$ cat config.mk
export PLATFORM = sky130hd
export DESIGN_NAME = brick_field
export DESIGN_NICKNAME = d
export VERILOG_FILES = /design/src/rtl/brick_field.sv
export SDC_FILE = /design/constraint.sdc
export NUM_CORES = 1
export LEC_CHECK = 0
export ABC_CLOCK_PERIOD_IN_PS = 10900
export BUFFER_PORTS_ARGS = -buffer_cell sky130_fd_sc_hd__buf_2
export CAP_MARGIN = 10
export CELL_PAD_IN_SITES_DETAIL_PLACEMENT = 0
export CELL_PAD_IN_SITES_GLOBAL_PLACEMENT = 1
export CORE_MARGIN = 2
export CORE_UTILIZATION = 49
export CTS_CLUSTER_DIAMETER = 30
export DETAILED_ROUTE_END_ITERATION = 12
export PLACE_DENSITY_LB_ADDON = 0.1
export SLEW_MARGIN = 0
export SYNTH_ARGS = -nofsm -noshare
export SYNTH_HDL_FRONTEND = slang
export SYNTH_SLANG_ARGS = --single-unit
$ cat constraint.sdc
create_clock -name clk -period 10.9 [get_ports clk]
set_clock_uncertainty 0.15 [all_clocks]
set_input_delay 0.545 -clock clk [delete_from_list [all_inputs] [get_ports clk]]
set_output_delay 0.545 -clock clk [all_outputs]
set_load 0.02 [all_outputs]
$ cat src/rtl/brick_field.sv
// ROWS x COLS brick grid for the brick breaker: existence bitmap, ball collision with
// hold-off, timed field descent, win/loss detection and a combinational pixel query.
module brick_field #(
  parameter int ROWS          = 2,
  parameter int COLS          = 6,
  parameter int ORIGIN_X      = 134,
  parameter int ORIGIN_Y      = 18,
  parameter int BRICK_W       = 60,
  parameter int BRICK_H       = 12,
  parameter int GAP_X         = 3,
  parameter int GAP_Y         = 4,
  parameter int BALL_SIZE     = 4,
  parameter int DESCEND_TICKS = 50_000_000,
  parameter int DESCEND_STEP  = 8,
  parameter int DEATH_Y       = 400,
  parameter int HOLDOFF       = 16
) (
  input  logic                 clk,
  input  logic                 rst,
  input  logic                 start,
  input  logic [9:0]           ball_x,
  input  logic [9:0]           ball_y,
  input  logic [9:0]           pixel_x,
  input  logic [9:0]           pixel_y,
  output logic [ROWS*COLS-1:0] exist,
  output logic [9:0]           field_y,
  output logic                 hit,
  output logic [7:0]           hit_idx,
  output logic                 hit_side,
  output logic                 pixel_brick,
  output logic                 cleared,
  output logic                 overrun,
  output logic [1:0]           state
);
  localparam int N       = ROWS * COLS;
  localparam int PITCH_X = BRICK_W + GAP_X;
  localparam int PITCH_Y = BRICK_H + GAP_Y;
  localparam int CNT_W   = $clog2(DESCEND_TICKS);
  localparam int HO_W    = $clog2(HOLDOFF + 2);

  typedef enum logic [1:0] {
    IDLE    = 2'd0,
    PLAY    = 2'd1,
    CLEARED = 2'd2,
    OVERRUN = 2'd3
  } state_t;

  state_t           state_q, state_d;
  logic [N-1:0]     exist_q, exist_d;
  logic [9:0]       field_y_q, field_y_d;
  logic [CNT_W-1:0] desc_cnt_q, desc_cnt_d;
  logic [HO_W-1:0]  holdoff_q, holdoff_d;
  logic             hit_q, hit_d;
  logic [7:0]       hit_idx_q, hit_idx_d;
  logic             hit_side_q, hit_side_d;
  logic             cleared_q, cleared_d;
  logic             overrun_q, overrun_d;

  // Geometry is widened to 12 bits so brick and ball edges never wrap near the screen edge.
  logic [11:0] ball_l, ball_r, ball_t, ball_b, ball_cx, pix_x, pix_y;
  assign ball_l  = {2'b00, ball_x};
  assign ball_r  = ball_l + 12'(BALL_SIZE - 1);
  assign ball_t  = {2'b00, ball_y};
  assign ball_b  = ball_t + 12'(BALL_SIZE - 1);
  assign ball_cx = ball_l + 12'(BALL_SIZE / 2);
  assign pix_x   = {2'b00, pixel_x};
  assign pix_y   = {2'b00, pixel_y};

  logic [N-1:0] overlap, side, pix_in;

  for (genvar r = 0; r < ROWS; r++) begin : g_row
    for (genvar c = 0; c < COLS; c++) begin : g_col
      localparam int          IDX   = r * COLS + c;
      localparam logic [11:0] LEFT  = 12'(ORIGIN_X + c * PITCH_X);
      localparam logic [11:0] RIGHT = 12'(ORIGIN_X + c * PITCH_X + BRICK_W - 1);
      logic [11:0] top, bot;
      assign top = {2'b00, field_y_q} + 12'(r * PITCH_Y);
      assign bot = top + 12'(BRICK_H - 1);
      assign overlap[IDX] = exist_q[IDX] && (ball_l <= RIGHT) && (ball_r >= LEFT) &&
                            (ball_t <= bot) && (ball_b >= top);
      assign side[IDX]    = (ball_cx < LEFT) || (ball_cx > RIGHT);
      assign pix_in[IDX]  = exist_q[IDX] && (pix_x >= LEFT) && (pix_x <= RIGHT) &&
                            (pix_y >= top) && (pix_y <= bot);
    end
  end

  // Lowest index wins: scanning downwards leaves the smallest overlapping index selected.
  logic         hit_found, hit_side_sel;
  logic [7:0]   hit_sel;
  logic [N-1:0] hit_onehot;
  // NOTE: every variable written in always_comb gets a default first, so no latch is inferred.
  always_comb begin
    hit_found    = 1'b0;
    hit_sel      = '0;
    hit_side_sel = 1'b0;
    hit_onehot   = '0;
    for (int i = N - 1; i >= 0; i--) begin
      if (overlap[i]) begin
        hit_found     = 1'b1;
        hit_sel       = 8'(i);
        hit_side_sel  = side[i];
        hit_onehot    = '0;
        hit_onehot[i] = 1'b1;
      end
    end
  end

  logic [3:0]  r_low;
  logic [10:0] bottom;
  always_comb begin
    r_low = '0;
    for (int r = 0; r < ROWS; r++) begin
      if (|exist_q[r*COLS +: COLS]) r_low = 4'(r);
    end
  end
  assign bottom = 11'(field_y_q) + 11'(r_low * PITCH_Y) + 11'(BRICK_H);

  logic [10:0] fy_step;
  assign fy_step = 11'(field_y_q) + 11'(DESCEND_STEP);

  always_comb begin
    state_d    = state_q;
    exist_d    = exist_q;
    field_y_d  = field_y_q;
    desc_cnt_d = desc_cnt_q;
    holdoff_d  = holdoff_q;
    hit_d      = 1'b0;
    hit_idx_d  = hit_idx_q;
    hit_side_d = hit_side_q;
    cleared_d  = cleared_q;
    overrun_d  = overrun_q;
    case (state_q)
      PLAY: begin
        holdoff_d = (holdoff_q != '0) ? holdoff_q - HO_W'(1) : '0;
        if (holdoff_q == '0 && hit_found) begin
          exist_d    = exist_q & ~hit_onehot;
          hit_d      = 1'b1;
          hit_idx_d  = hit_sel;
          hit_side_d = hit_side_sel;
          holdoff_d  = HO_W'(HOLDOFF);
        end
        if (desc_cnt_q == CNT_W'(DESCEND_TICKS - 1)) begin
          desc_cnt_d = '0;
          field_y_d  = fy_step[10] ? 10'd1023 : fy_step[9:0];
        end else begin
          desc_cnt_d = desc_cnt_q + CNT_W'(1);
        end
        // Game end looks at registered values, so a final hit wins over a same-cycle descent.
        if (exist_q == '0) begin
          state_d   = CLEARED;
          cleared_d = 1'b1;
        end else if (bottom >= 11'(DEATH_Y)) begin
          state_d   = OVERRUN;
          overrun_d = 1'b1;
        end
      end
      default: begin
        if (!start) begin
          state_d    = PLAY;
          exist_d    = '1;
          field_y_d  = 10'(ORIGIN_Y);
          desc_cnt_d = '0;
          holdoff_d  = '0;
          cleared_d  = 1'b0;
          overrun_d  = 1'b0;
        end
      end
    endcase
  end

  // NOTE: sequential state uses non-blocking assignments so every register samples pre-edge values.
  always_ff @(posedge clk or negedge rst) begin
    if (!rst) begin
      state_q    <= IDLE;
      exist_q    <= '0;
      field_y_q  <= 10'(ORIGIN_Y);
      desc_cnt_q <= '0;
      holdoff_q  <= '0;
      hit_q      <= 1'b0;
      hit_idx_q  <= '0;
      hit_side_q <= 1'b0;
      cleared_q  <= 1'b0;
      overrun_q  <= 1'b0;
    end else begin
      state_q    <= state_d;
      exist_q    <= exist_d;
      field_y_q  <= field_y_d;
      desc_cnt_q <= desc_cnt_d;
      holdoff_q  <= holdoff_d;
      hit_q      <= hit_d;
      hit_idx_q  <= hit_idx_d;
      hit_side_q <= hit_side_d;
      cleared_q  <= cleared_d;
      overrun_q  <= overrun_d;
    end
  end

  assign exist       = exist_q;
  assign field_y     = field_y_q;
  assign hit         = hit_q;
  assign hit_idx     = hit_idx_q;
  assign hit_side    = hit_side_q;
  assign cleared     = cleared_q;
  assign overrun     = overrun_q;
  assign state       = state_q;
  assign pixel_brick = (state_q != IDLE) && (|pix_in);

endmodule

* After elaboration in Yosys (flattened, before gate mapping)
Cells that the tools add are included.
** Storage, ports and cells
- Logic and storage cells :: 268
- Input bits :: 43
- Flip-flop bits (word level) :: 67
- Output and inout bits :: 37
** Operators by class
- Multiplexer cells :: 75
- Order comparisons :: 45
- Eq/ne operators :: 9
- Reductions and logical operators :: 116
- Bitwise operators :: 2
- $add $sub $neg :: 11
** Operators with widths (number)
- 12-bit two-way mux :: 15
- 10-bit by 9-bit <= comparator with 1-bit output, second input constant :: 10
- 1-bit logical AND :: 98
- 8-bit two-way mux :: 11
- 26-bit two-way mux :: 3
- 11-bit by 9-bit >= comparator with 1-bit output, second input constant :: 5
- 11-bit by 9-bit greater-than comparator with 1-bit output, second input constant :: 5
- 11-bit by 9-bit less-than comparator with 1-bit output, second input constant :: 4
- 10-bit by 9-bit >= comparator with 1-bit output, second input constant :: 4
- 10-bit two-way mux :: 4
- 10-bit by 2-bit adder with 11-bit output, second input constant :: 3
- 1-bit two-way mux :: 33
- 26-bit by 1-bit adder with 26-bit output, second input constant :: 1
- 26-bit equality test, second input constant :: 1
- 10-bit by 12-bit <= comparator with 1-bit output :: 2
- 10-bit by 4-bit adder with 11-bit output, second input constant :: 2
- 11-bit by 8-bit >= comparator with 1-bit output, second input constant :: 2
- 10-bit by 11-bit <= comparator with 1-bit output :: 2
- 11-bit by 8-bit less-than comparator with 1-bit output, second input constant :: 2
- 10-bit by 8-bit >= comparator with 1-bit output, second input constant :: 2
- 10-bit by 8-bit <= comparator with 1-bit output, second input constant :: 2
- 5-bit two-way mux :: 4
- 11-bit by 4-bit adder with 12-bit output, second input constant :: 1
- 12-bit AND :: 1
- 25 further kinds :: 41

* Depth between registers and ports, before layout
Gate-level depths: netlist of run 1.
- Depth after elaboration :: 21
- Depth in mapped cells :: 17
- Mapped depth without buffers :: 17

* Worst setup path after synthesis of run 1
No wires, ideal clock.
- Path kind :: flip-flop to flip-flop
- From :: reg field_y_q[0], in the netlist field_y[0]
- To :: reg exist_q[11], in the netlist exist[11]
- Path buffers :: 0
- Required time :: 10604 ps
- Stages on the path, launching flop included :: 16
- Period minus slack after synthesis :: 4278 ps
- Library setup time :: 146 ps
- Arrival :: 3982 ps
- Path slack :: 6622 ps
- Cells stage by stage :: dfrtp_1 > inv_1 > ha_1 > o21a_1 > or4b_2 > xnor2_1 > ha_1 > nand3_1 > or2_2 > a21oi_1 > o22ai_1 > a211o_1 > o211ai_1 > nand3_1 > nor3_1 > a41oi_1
** Between the ends
- Cells in the longest elaborated chain, start to end :: 21
- Elaborated cells on any way between the ends :: 62
- Those cells by class :: add/sub (3); order compare (4); eq/ne (1); mux (26); bitwise (2); reduce/logical (26)
** RTL lines
- from (decl) :: RTL line 50 : logic [9:0] field_y_q, field_y_d;
- from (signal assigned) :: RTL line 176 : field_y_q <= 10'(ORIGIN_Y);
- from (signal assigned) :: RTL line 187 : field_y_q <= field_y_d;
- 10-bit by 5-bit adder with 11-bit output :: RTL line 77 : assign top = {2'b00, field_y_q} + 12'(r * PITCH_Y);
- 11-bit by 4-bit adder with 12-bit output :: RTL line 78 : assign bot = top + 12'(BRICK_H - 1);
- 10-bit by 12-bit <= comparator with 1-bit output :: RTL line 80 : (ball_t <= bot) && (ball_b >= top);
- 1-bit logical AND :: RTL line 79 : assign overlap[IDX] = exist_q[IDX] && (ball_l <= RIGHT) && (ball_r >= LEFT) &&
- 1-bit logical AND :: RTL line 80
- 12-bit two-way mux (12 in series) :: RTL line 98 : if (overlap[i]) begin
- 12-bit NOT :: RTL line 136 : exist_d = exist_q & ~hit_onehot;
- 12-bit AND :: RTL line 136
- 12-bit two-way mux :: RTL line 135 : if (holdoff_q == '0 && hit_found) begin
- 12-bit two-way mux :: RTL line 132 : case (state_q)
- to (signal assigned) :: RTL line 186 : exist_q <= exist_d;
- to (decl) :: RTL line 49 : logic [N-1:0] exist_q, exist_d;
Several ways; a longest one is shown, not always the timed one. The select of a mux whose other input is x is not followed.
A chain may end at the register's enable or synchronous reset.

* Final worst setup path of run 1
- From :: reg field_y_q[0], in the netlist field_y[0]
- To :: reg hit_side_q, in the netlist hit_side
** Between the ends
- Cells in the longest elaborated chain, start to end :: 19
- Elaborated cells on any way between the ends :: 57
- Those cells by class :: add/sub (3); order compare (4); mux (24); reduce/logical (26)
** RTL lines
- 10-bit by 5-bit adder with 11-bit output :: RTL line 77
- 11-bit by 4-bit adder with 12-bit output :: RTL line 78
- 10-bit by 12-bit <= comparator with 1-bit output :: RTL line 80
- 1-bit logical AND :: RTL line 79
- 1-bit logical AND :: RTL line 80
- 1-bit two-way mux (12 in series) :: RTL line 98
- 1-bit logical AND :: RTL line 135
- 2-bit AND reduction (no source line)
- to (signal assigned) :: RTL line 192 : hit_side_q <= hit_side_d;
- to (decl) :: RTL line 55 : logic hit_side_q, hit_side_d;
Several ways; a longest one is shown, not always the timed one.

==> results of run 1 <==
[worst reg2reg max path: stages, from the launching register on]
cell and delay [ns]:
sky130_fd_sc_hd__dfrtp_1 0.55, sky130_fd_sc_hd__inv_1 0.22, sky130_fd_sc_hd__ha_1 0.25, sky130_fd_sc_hd__o21a_1 0.27
sky130_fd_sc_hd__nor2b_1 0.16, sky130_fd_sc_hd__xnor2_1 0.16, sky130_fd_sc_hd__ha_1 0.30, sky130_fd_sc_hd__a21oi_1 0.15
sky130_fd_sc_hd__nand2_1 0.07, sky130_fd_sc_hd__a221o_1 0.31, sky130_fd_sc_hd__o21ai_0 0.44, sky130_fd_sc_hd__o41a_1 0.56
sky130_fd_sc_hd__nand3b_1 0.22, sky130_fd_sc_hd__o2111a_1 0.29, sky130_fd_sc_hd__a222oi_1 0.43, sky130_fd_sc_hd__a31oi_1 0.15
[cell type report]
cell class / instances / area share
Multi-Input combinational cell: 726 / 0.657
Sequential cell: 62 / 0.204
Timing Repair Buffer: 77 / 0.0514
Clock buffer: 10 / 0.0301
Tap cell: 180 / 0.0296
Inverter: 36 / 0.0181
Clock inverter: 6 / 0.00922
[cells in the mapped netlist, types with 13 or more instances]
| cell | count | area, um2 |
|---|---|---|
| sky130_fd_sc_hd__o21ai_0 | 72 | 360 |
| sky130_fd_sc_hd__dfrtp_1 | 60 | 1500 |
| sky130_fd_sc_hd__inv_1 | 35 | 131 |
| sky130_fd_sc_hd__nand3_1 | 39 | 195 |
| sky130_fd_sc_hd__a31oi_1 | 22 | 138 |
| sky130_fd_sc_hd__xnor2_1 | 32 | 280 |
| sky130_fd_sc_hd__ha_1 | 91 | 1140 |
| sky130_fd_sc_hd__a21oi_1 | 59 | 295 |
| sky130_fd_sc_hd__nand2b_1 | 13 | 81.3 |
| sky130_fd_sc_hd__nor3_1 | 16 | 80.1 |
| sky130_fd_sc_hd__nand2_1 | 81 | 304 |
| sky130_fd_sc_hd__nor2_1 | 65 | 244 |
| sky130_fd_sc_hd__and3_1 | 17 | 106 |
| sky130_fd_sc_hd__clkbuf_1 | 18 | 67.6 |
| sky130_fd_sc_hd__nand4_1 | 18 | 113 |
[per-stage QoR]
stage           util  area [um2]  power [uW]  setup WS (ns)
2_1_floorplan      -        6860         565           6.62
3_3_place_gp   0.530        7300         669           6.21
5_1_grt        0.552        7600        1030           5.72
3_5_place_dp   0.530        7300         678           6.13
6_report       0.552        7600         963           6.07
4_1_cts        0.552        7600         968           6.10
[path summary, 6_finish.rpt]
path                                        to  cells after the start  slack (ns)
worst max-delay path                  hit_side                     15        6.07
worst min-delay path                  exist[8]                      2        0.21
worst max register to register        hit_side                     15        6.07
worst min register to register  desc_cnt_q[15]                      1        0.33
max in group asynchronous           field_y[0]                      2        9.81
min in group clk                      state[0]                      2        0.30
[kinds of logic (layout without fill, tap and decap cells)]
kind of cell / after synthesis / after routing / share of synthesized area
and+or+nand+nor: 324 / 324 / 0.246
adders and majority gates: 91 / 91 / 0.166
xor gates and xnor gates: 38 / 38 / 0.0486
buffers and inverters: 70 / 129 / 0.0460
AOI/OAI and AO/OA: 267 / 267 / 0.263
muxes: 2 / 2 / 0.00292
other: 1 / 4 / 0.000547
DFF: 62 / 62 / 0.227
[metal layers]
layer / wire length (um) / track usage
met5: 0 / 0
met4: 321 / 0.0819
met3: 1260 / 0.0404
met2: 9260 / 0.424
met1: 9820 / 0.407
[state kept, by name, summed over array words and instances (netlist names)]
register / cells
desc_cnt_q: 26
exist: 12
field_y: 9
holdoff_q: 5
hit_idx: 4
state: 2
cleared: 1
hit: 1
hit_side: 1
overrun: 1
[cell usage in the layout (no fill, tap or decap), types with 5 or more instances in the layout]
cell type,Yosys,layout
sky130_fd_sc_hd__a211oi_1,7,7
sky130_fd_sc_hd__a21o_1,5,5
sky130_fd_sc_hd__a21oi_1,59,59
sky130_fd_sc_hd__a31oi_1,22,22
sky130_fd_sc_hd__a41oi_1,6,6
sky130_fd_sc_hd__and2_1,9,9
sky130_fd_sc_hd__and3_1,17,17
sky130_fd_sc_hd__and3b_1,5,5
sky130_fd_sc_hd__buf_2,6,75
sky130_fd_sc_hd__clkbuf_16,0,9
sky130_fd_sc_hd__dfrtp_1,60,60
sky130_fd_sc_hd__ha_1,91,91
sky130_fd_sc_hd__inv_1,35,35
sky130_fd_sc_hd__nand2_1,81,81
sky130_fd_sc_hd__nand2b_1,13,13
sky130_fd_sc_hd__nand3_1,39,39
sky130_fd_sc_hd__nand4_1,18,18
sky130_fd_sc_hd__nor2_1,65,65
sky130_fd_sc_hd__nor2b_1,12,12
sky130_fd_sc_hd__nor3_1,16,16
sky130_fd_sc_hd__nor4_1,10,10
sky130_fd_sc_hd__o211a_1,5,5
sky130_fd_sc_hd__o211ai_1,10,10
sky130_fd_sc_hd__o21a_1,11,11
sky130_fd_sc_hd__o21ai_0,72,72
sky130_fd_sc_hd__o22ai_1,5,5
sky130_fd_sc_hd__o31ai_1,7,7
sky130_fd_sc_hd__xnor2_1,32,32
sky130_fd_sc_hd__xor2_1,6,6
[power groups by stage]
stage          Sequential (uW)  Combinational, uW  Clock [uW]
2_1_floorplan              321                245           0
3_3_place_gp               314                356           0
3_5_place_dp               315                362           0
4_1_cts                    312                364         291
5_1_grt                    319                411         300
6_report                   313                364         286
==> impl_table.tex, run 1 <==
\begin{tabular}{lr}
\hline
Metric & Value \\
\hline
\multicolumn{2}{l}{\textbf{Worst setup path}} \\
Biggest fanout along the worst timing path & 14 \\
Origin of the worst setup path & field\_y[0] \\
CP startpoint kind & flip-flop \\
Worst setup path class & flip-flop to flip-flop \\
CP endpoint kind & flip-flop \\
Crit path largest cell delay & 0.56 ns \\
Master of the slowest instance on the critical path & sky130\_fd\_sc\_hd\_\_o41a\_1 \\
Critical path data arrival time & 4.88 ns \\
Startpoint of the worst-slack reg-to-reg timing path & field\_y[0] \\
Buffering stage count on the worst path with inverters included & 1 \\
Family with the most delay on the worst path & compound AO/OA/AOI/OAI gates \\
Cells traversed along the worst timing path & inv\_1, ha\_1, o21a\_1, nor2b\_1, xnor2\_1, ha\_1, a21oi\_1, nand2\_1, a221o\_1, o21ai\_0, o41a\_1, nand3b\_1, o2111a\_1, a222oi\_1, a31oi\_1 \\
Most repeated library cell on the critical path & sky130\_fd\_sc\_hd\_\_ha\_1 \\
Worst Path Required & 10.95 ns \\
\multicolumn{2}{l}{\textbf{Floorplanning}} \\
Std cell rows & 43 \\
Width of the chip & 122 um \\
Number of I/O pins & 80 \\
Die span in y & 122 um \\
Area of the core & 0.0138 mm2 \\
Die area & 0.0149 mm2 \\
Starting utilization of the core area & 0.497 \\
\multicolumn{2}{l}{\textbf{Synthesis}} \\
Share of synthesized registers carrying an async set or reset & 1.00 \\
Total of flip-flops plus latches after synthesis & 62 \\
Post-synthesis instance total & 855 \\
Synthesis warning total & 0 \\
Post-synthesis sequential area ratio & 0.227 \\
Mapped cell area & 0.00685 mm2 \\
Unique masters post-synth & 83 \\
Most instantiated flip-flop cell in the synthesis netlist & sky130\_fd\_sc\_hd\_\_dfrtp\_1 \\
EDFF count, synth & 0 \\
Synth Area per Inst & 8.01 um2 \\
\multicolumn{2}{l}{\textbf{Timing}} \\
Post-layout min period & 4.83 ns \\
Count of endpoints failing setup in the final report & 0 \\
Max-slew violation total from the final report & 0 \\
Final worst hold slack & 0.210 ns \\
Setup repair after global routing missed its margin & no \\
Transition at the pin with the smallest max-transition slack & 0.958 ns \\
Final Hold Viols & 0 \\
Share of the cycle needed by the critical path after routing & 0.443 \\
Worst-case headroom to the max-slew limit & 0.356 \\
Peak clock frequency supported by timing & 207 MHz \\
Total Neg Setup Slack & 0 ns \\
\multicolumn{2}{l}{\textbf{Detailed routing}} \\
Number of detailed-route iterations in the first pass & 5 \\
Via count & 6935 \\
Violation count after the first detailed-route iteration & 445 \\
Via/cell ratio & 6.32 \\
DRC violations left & 0 \\
Number of routed nets with antenna violations & 0 \\
Routed WL per cell & 18.8 um \\
Total wire length & 20.7 mm \\
\multicolumn{2}{l}{\textbf{Cells and area}} \\
Post-route non-filler standard cell count & 1097 \\
Seq. cell area & 0.00155 mm2 \\
Final \#Nets & 1046 \\
Area grow syn2layout & 10.9\% \\
Diode count & 0 \\
Filler Cell Count & 1339 \\
Area used by multi-input combinational logic & 0.00499 mm2 \\
Fraction of final layout cells sized beyond drive strength 1 & 0.124 \\
\multicolumn{2}{l}{\textbf{Clock tree}} \\
Clock root buffer & sky130\_fd\_sc\_hd\_\_clkbuf\_16 \\
Num CTS Buffers & 9 \\
TritonCTS clock tree & yes \\
Max H-tree Level & 3 \\
Maximum clock path buffer count & 2 \\
Worst-skew pair later-pin latency & 0.34 ns \\
Clk sink count & 62 \\
Post-cts repair resize count & 0 \\
Number of buffers added to fix hold violations after cts & 0 \\
Register clock-pin slew on the reported worst setup and hold paths & 0.05 ns \\
\# Post-CTS Setup Buffers & 0 \\
\multicolumn{2}{l}{\textbf{Global routing}} \\
Wire length of the first global-routing pass & 32.6 mm \\
Number of global-route vias before repair & 6359 \\
Total routing resource utilization after global routing & 0.278 \\
Leftover overflow at the end of global routing & 0 \\
Pin count of the biggest net entering global routing & 63 \\
Number of antenna violations at the first check in global routing & 0 \\
\multicolumn{2}{l}{\textbf{Power}} \\
Leak Pwr & 0.00329 uW \\
Share of total power in combinational logic & 0.378 \\
Power per unit of standard cell area & 127 mW/mm2 \\
Sequential Power Share & 0.325 \\
Share of power burned in the clock network & 0.297 \\
Int Pwr & 578 uW \\
Sw power & 385 uW \\
Maximum vdd ir drop & 154 uV \\
Switch share & 0.400 \\
\multicolumn{2}{l}{\textbf{Place}} \\
Port Buffer Count & 75 \\
Half-perimeter wire length after detailed placement & 16.3 mm \\
Final estimated routing congestion in global placement & 0.939 \\
Placed cell count & 1081 \\
\multicolumn{2}{l}{\textbf{Status}} \\
Run status & finished clean \\
\multicolumn{2}{l}{\textbf{Job}} \\
Max Cap Viol & 0 \\
\multicolumn{2}{l}{\textbf{Hold path}} \\
Worst hold path type & primary input to async pin \\
\hline
\end{tabular}
Power figures use the tool's default switching activity.
==> run 2, diff against run 1 <==
--- a/config.mk
+++ b/config.mk
@@ -5,13 +5,13 @@
 export SDC_FILE = /design/constraint.sdc
 export NUM_CORES = 1
 export LEC_CHECK = 0
-export ABC_CLOCK_PERIOD_IN_PS = 10900
+export ABC_CLOCK_PERIOD_IN_PS = 4270
 export BUFFER_PORTS_ARGS = -buffer_cell sky130_fd_sc_hd__buf_2
 export CAP_MARGIN = 10
 export CELL_PAD_IN_SITES_DETAIL_PLACEMENT = 0
 export CELL_PAD_IN_SITES_GLOBAL_PLACEMENT = 1
 export CORE_MARGIN = 2
-export CORE_UTILIZATION = 49
+export CORE_UTILIZATION = 41
 export CTS_CLUSTER_DIAMETER = 30
 export DETAILED_ROUTE_END_ITERATION = 12
 export PLACE_DENSITY_LB_ADDON = 0.1
==> constraint.sdc (replaced) <==
create_clock -name clk -period 4.27 [get_ports clk]
set_clock_uncertainty 0.15 [all_clocks]
set_input_delay 0.2135 -clock clk [delete_from_list [all_inputs] [get_ports clk]]
set_output_delay 0.2135 -clock clk [all_outputs]
set_load 0.02 [all_outputs]
==> run 2 against run 1 <==
Against the previous run:
- largest power group unchanged
- critical endpoint unchanged
- design area rose by 5.2%
- power rose to 2.6 times the previous value
- cell count rose by 7.2%
- sequential cell count did not move
- sequential share of layout area fell by 1.0 points
- wire length rose by 5.7%
- sequential power rose to 2.5 times the previous value
==> impl_table.tex, run 2 (synthesized netlist as in run 1, its figures left out) <==
\begin{tabular}{lr}
\hline
Metric & Value \\
\hline
\multicolumn{2}{l}{\textbf{Worst setup path}} \\
CP endpoint kind & flip-flop \\
Biggest fanout along the worst timing path & 6 (-8) \\
Worst Path Required & 4.32 ns (-6.63 ns) \\
Count of cells along the worst register-to-register path & 17 (+2) \\
Cells traversed along the worst timing path & inv\_1, buf\_4, ha\_1, a21o\_1, a21oi\_2, nor2\_1, xnor2\_1, ha\_1, and3\_1, a221o\_1, o21ai\_2, o41a\_1, buf\_4, nand3\_1, o2111a\_1, a222oi\_1, a31oi\_1 \\
Crit path largest cell delay & 0.52 ns (-0.04 ns) \\
Worst reg2reg endpoint & hit\_side \\
Master of the slowest instance on the critical path & sky130\_fd\_sc\_hd\_\_dfstp\_2 \\
Critical path data arrival time & 4.12 ns (-0.76 ns) \\
Worst setup path class & flip-flop to flip-flop \\
CP startpoint kind & flip-flop \\
Register-to-register setup slack & 0.20 ns (-5.87 ns) \\
Family with the most delay on the worst path & compound AO/OA/AOI/OAI gates \\
Startpoint of the worst-slack reg-to-reg timing path & field\_y[1] \\
Origin of the worst setup path & field\_y[1] \\
Buffering stage count on the worst path with inverters included & 3 (+2) \\
\multicolumn{2}{l}{\textbf{Timing}} \\
Max-slew violation total from the final report & 0 (unchanged) \\
Share of the cycle needed by the critical path after routing & 0.954 (+0.511) \\
Count of endpoints failing setup in the final report & 0 (unchanged) \\
Transition at the pin with the smallest max-transition slack & 1.13 ns (+0.168 ns) \\
Post-layout min period & 4.07 ns (-0.757 ns) \\
Final worst hold slack & 0.327 ns (+0.118 ns) \\
Peak clock frequency supported by timing & 246 MHz (+19\%) \\
Final Hold Viols & 0 (unchanged) \\
Worst-case headroom to the max-slew limit & 0.250 (-0.106) \\
Setup slack after layout & 0.197 ns (-5.87 ns) \\
\multicolumn{2}{l}{\textbf{Cells and area}} \\
Util after Layout & 0.486 (-0.0662) \\
Flip-flop count of the largest register after layout & 26 (unchanged) \\
Highest-count cells in the layout ignoring fill and taps & 91 x sky130\_fd\_sc\_hd\_\_ha\_1, 81 x sky130\_fd\_sc\_hd\_\_nand2\_1, 75 x sky130\_fd\_sc\_hd\_\_buf\_2, 71 x sky130\_fd\_sc\_hd\_\_o21ai\_0, 65 x sky130\_fd\_sc\_hd\_\_nor2\_1 \\
Diode count & 0 (unchanged) \\
Register with the most flip-flops & desc\_cnt\_q \\
Finished layout cell area & 0.00800 mm2 (+5.2\%) \\
Area grow syn2layout & 16.7\% \\
Fraction of final layout cells sized beyond drive strength 1 & 0.164 (+0.0399) \\
Most common cell after layout, fill and taps aside & sky130\_fd\_sc\_hd\_\_ha\_1 \\
Final \#Nets & 1085 (+3.7\%) \\
\multicolumn{2}{l}{\textbf{Global routing}} \\
Leftover overflow at the end of global routing & 0 (unchanged) \\
Number of global-route vias before repair & 6674 (+5.0\%) \\
Pin count of the biggest net entering global routing & 46 (-27\%) \\
Wire length of the first global-routing pass & 34.7 mm (+6.7\%) \\
Met1 routing resource usage after global routing & 0.332 (-0.0751) \\
Total routing resource utilization after global routing & 0.244 (-0.0340) \\
Met2 layer usage reported by global route & 0.392 (-0.0320) \\
Peak-usage layer in the global routing report & met2 \\
Met3 routing resource usage after global routing & 0.0392 (-0.00123) \\
Number of antenna violations at the first check in global routing & 0 (unchanged) \\
\multicolumn{2}{l}{\textbf{Floorplanning}} \\
Std cell rows & 47 (+9.3\%) \\
Starting utilization of the core area & 0.416 (-0.0813) \\
Die span in y & 133 um (+9.0\%) \\
Width of the chip & 133 um (+9.0\%) \\
Die area & 0.0178 mm2 (+19\%) \\
Number of I/O pins & 80 (unchanged) \\
Area of the core & 0.0165 mm2 (+20\%) \\
\multicolumn{2}{l}{\textbf{Clock tree}} \\
Clk sink count & 62 (unchanged) \\
Maximum clock path buffer count & 2 (unchanged) \\
Clock root buffer & sky130\_fd\_sc\_hd\_\_clkbuf\_16 \\
Worst-skew pair later-pin latency & 0.33 ns (about the same) \\
Register clock-pin slew on the reported worst setup and hold paths & 0.06 ns (about the same) \\
Num CTS Buffers & 9 (unchanged) \\
Max H-tree Level & 3 (unchanged) \\
TritonCTS clock tree & yes \\
\multicolumn{2}{l}{\textbf{Place}} \\
Final estimated routing congestion in global placement & 0.963 (+2.6\%) \\
Port Buffer Count & 75 (unchanged) \\
Instance area at placement & 0.00758 mm2 (+3.9\%) \\
Half-perimeter wire length after detailed placement & 17.3 mm (+6.2\%) \\
Worst slack at placement & 0.0702 ns (-6.06 ns) \\
\multicolumn{2}{l}{\textbf{Hold path}} \\
Destination of the worst hold path & desc\_cnt\_q[15] \\
Cells on Worst Hold Path & 1 \\
Hold path startpoint & desc\_cnt\_q[15] \\
Worst hold path type & flip-flop to flip-flop \\
\multicolumn{2}{l}{\textbf{Power}} \\
Post-layout power & 2540 uW (+160\%) \\
Power per unit of standard cell area & 318 mW/mm2 (+150\%) \\
Leak Pwr & 0.00348 uW (+5.8\%) \\
Maximum vdd ir drop & 234 uV (+52\%) \\
\multicolumn{2}{l}{\textbf{Detailed routing}} \\
Routed WL per cell & 18.6 um (-1.4\%) \\
Via count & 7050 (+1.7\%) \\
DRC violations left & 0 (unchanged) \\
Via/cell ratio & 5.99 (-5.2\%) \\
Total wire length & 21.9 mm (+5.7\%) \\
Number of routed nets with antenna violations & 0 (unchanged) \\
Violation count after the first detailed-route iteration & 440 (-1.1\%) \\
Number of detailed-route iterations in the first pass & 6 (+1) \\
\multicolumn{2}{l}{\textbf{Job}} \\
Max Cap Viol & 0 (unchanged) \\
\multicolumn{2}{l}{\textbf{Status}} \\
Run status & finished clean \\
\hline
\end{tabular}
## run 2: report_power, final
group / internal, uW / switching, uW
clock network: 486 / 273
logic: 365 / 621
registers: 687 / 111
## run 2: routing by layer
metal	share of wire	wire length [um]
met5	0	0
met4	0.027	595
met3	0.059	1280
met2	0.46	10100
met1	0.45	9920
## run 2: worst max path at each step
stage	to	slack [ns]	cells after the start
finish	hit_side	0.20	17
global route	exist[9]	-0.02	16
CTS	exist[4]	0.04	16
detailed placement	exist[11]	0.07	15
global placement	exist[11]	0.15	15
floorplan	exist[11]	0.11	15
## run 2: what timing repair did
item,CTS,global route
gates resized for setup,0,9
setup buffers,0,6
endpoints found under the hold margin,45,0
hold buffers,2,0
setup endpoints to repair,0,17
## run 2: cell type report
| class | instances | area, um2 |
|---|---|---|
| Tap cell | 220 | 275 |
| Clock buffer | 12 | 256 |
| Timing Repair Buffer | 116 | 688 |
| Sequential cell | 62 | 1560 |
| Multi-Input combinational cell | 726 | 5020 |
| Clock inverter | 4 | 55.1 |
| Fill cell | 1639 | 8470 |
| Inverter | 36 | 140 |
## run 2: per-stage QoR
| stage | setup TNS (ns) | cells |
|---|---|---|
| finish | 0 | 1176 |
| global route | -0.0366 | 1176 |
| CTS | 0 | 1170 |
| detailed placement | 0 | 1152 |
| global placement | 0 | 1152 |
| floorplan | 0 | 858 |
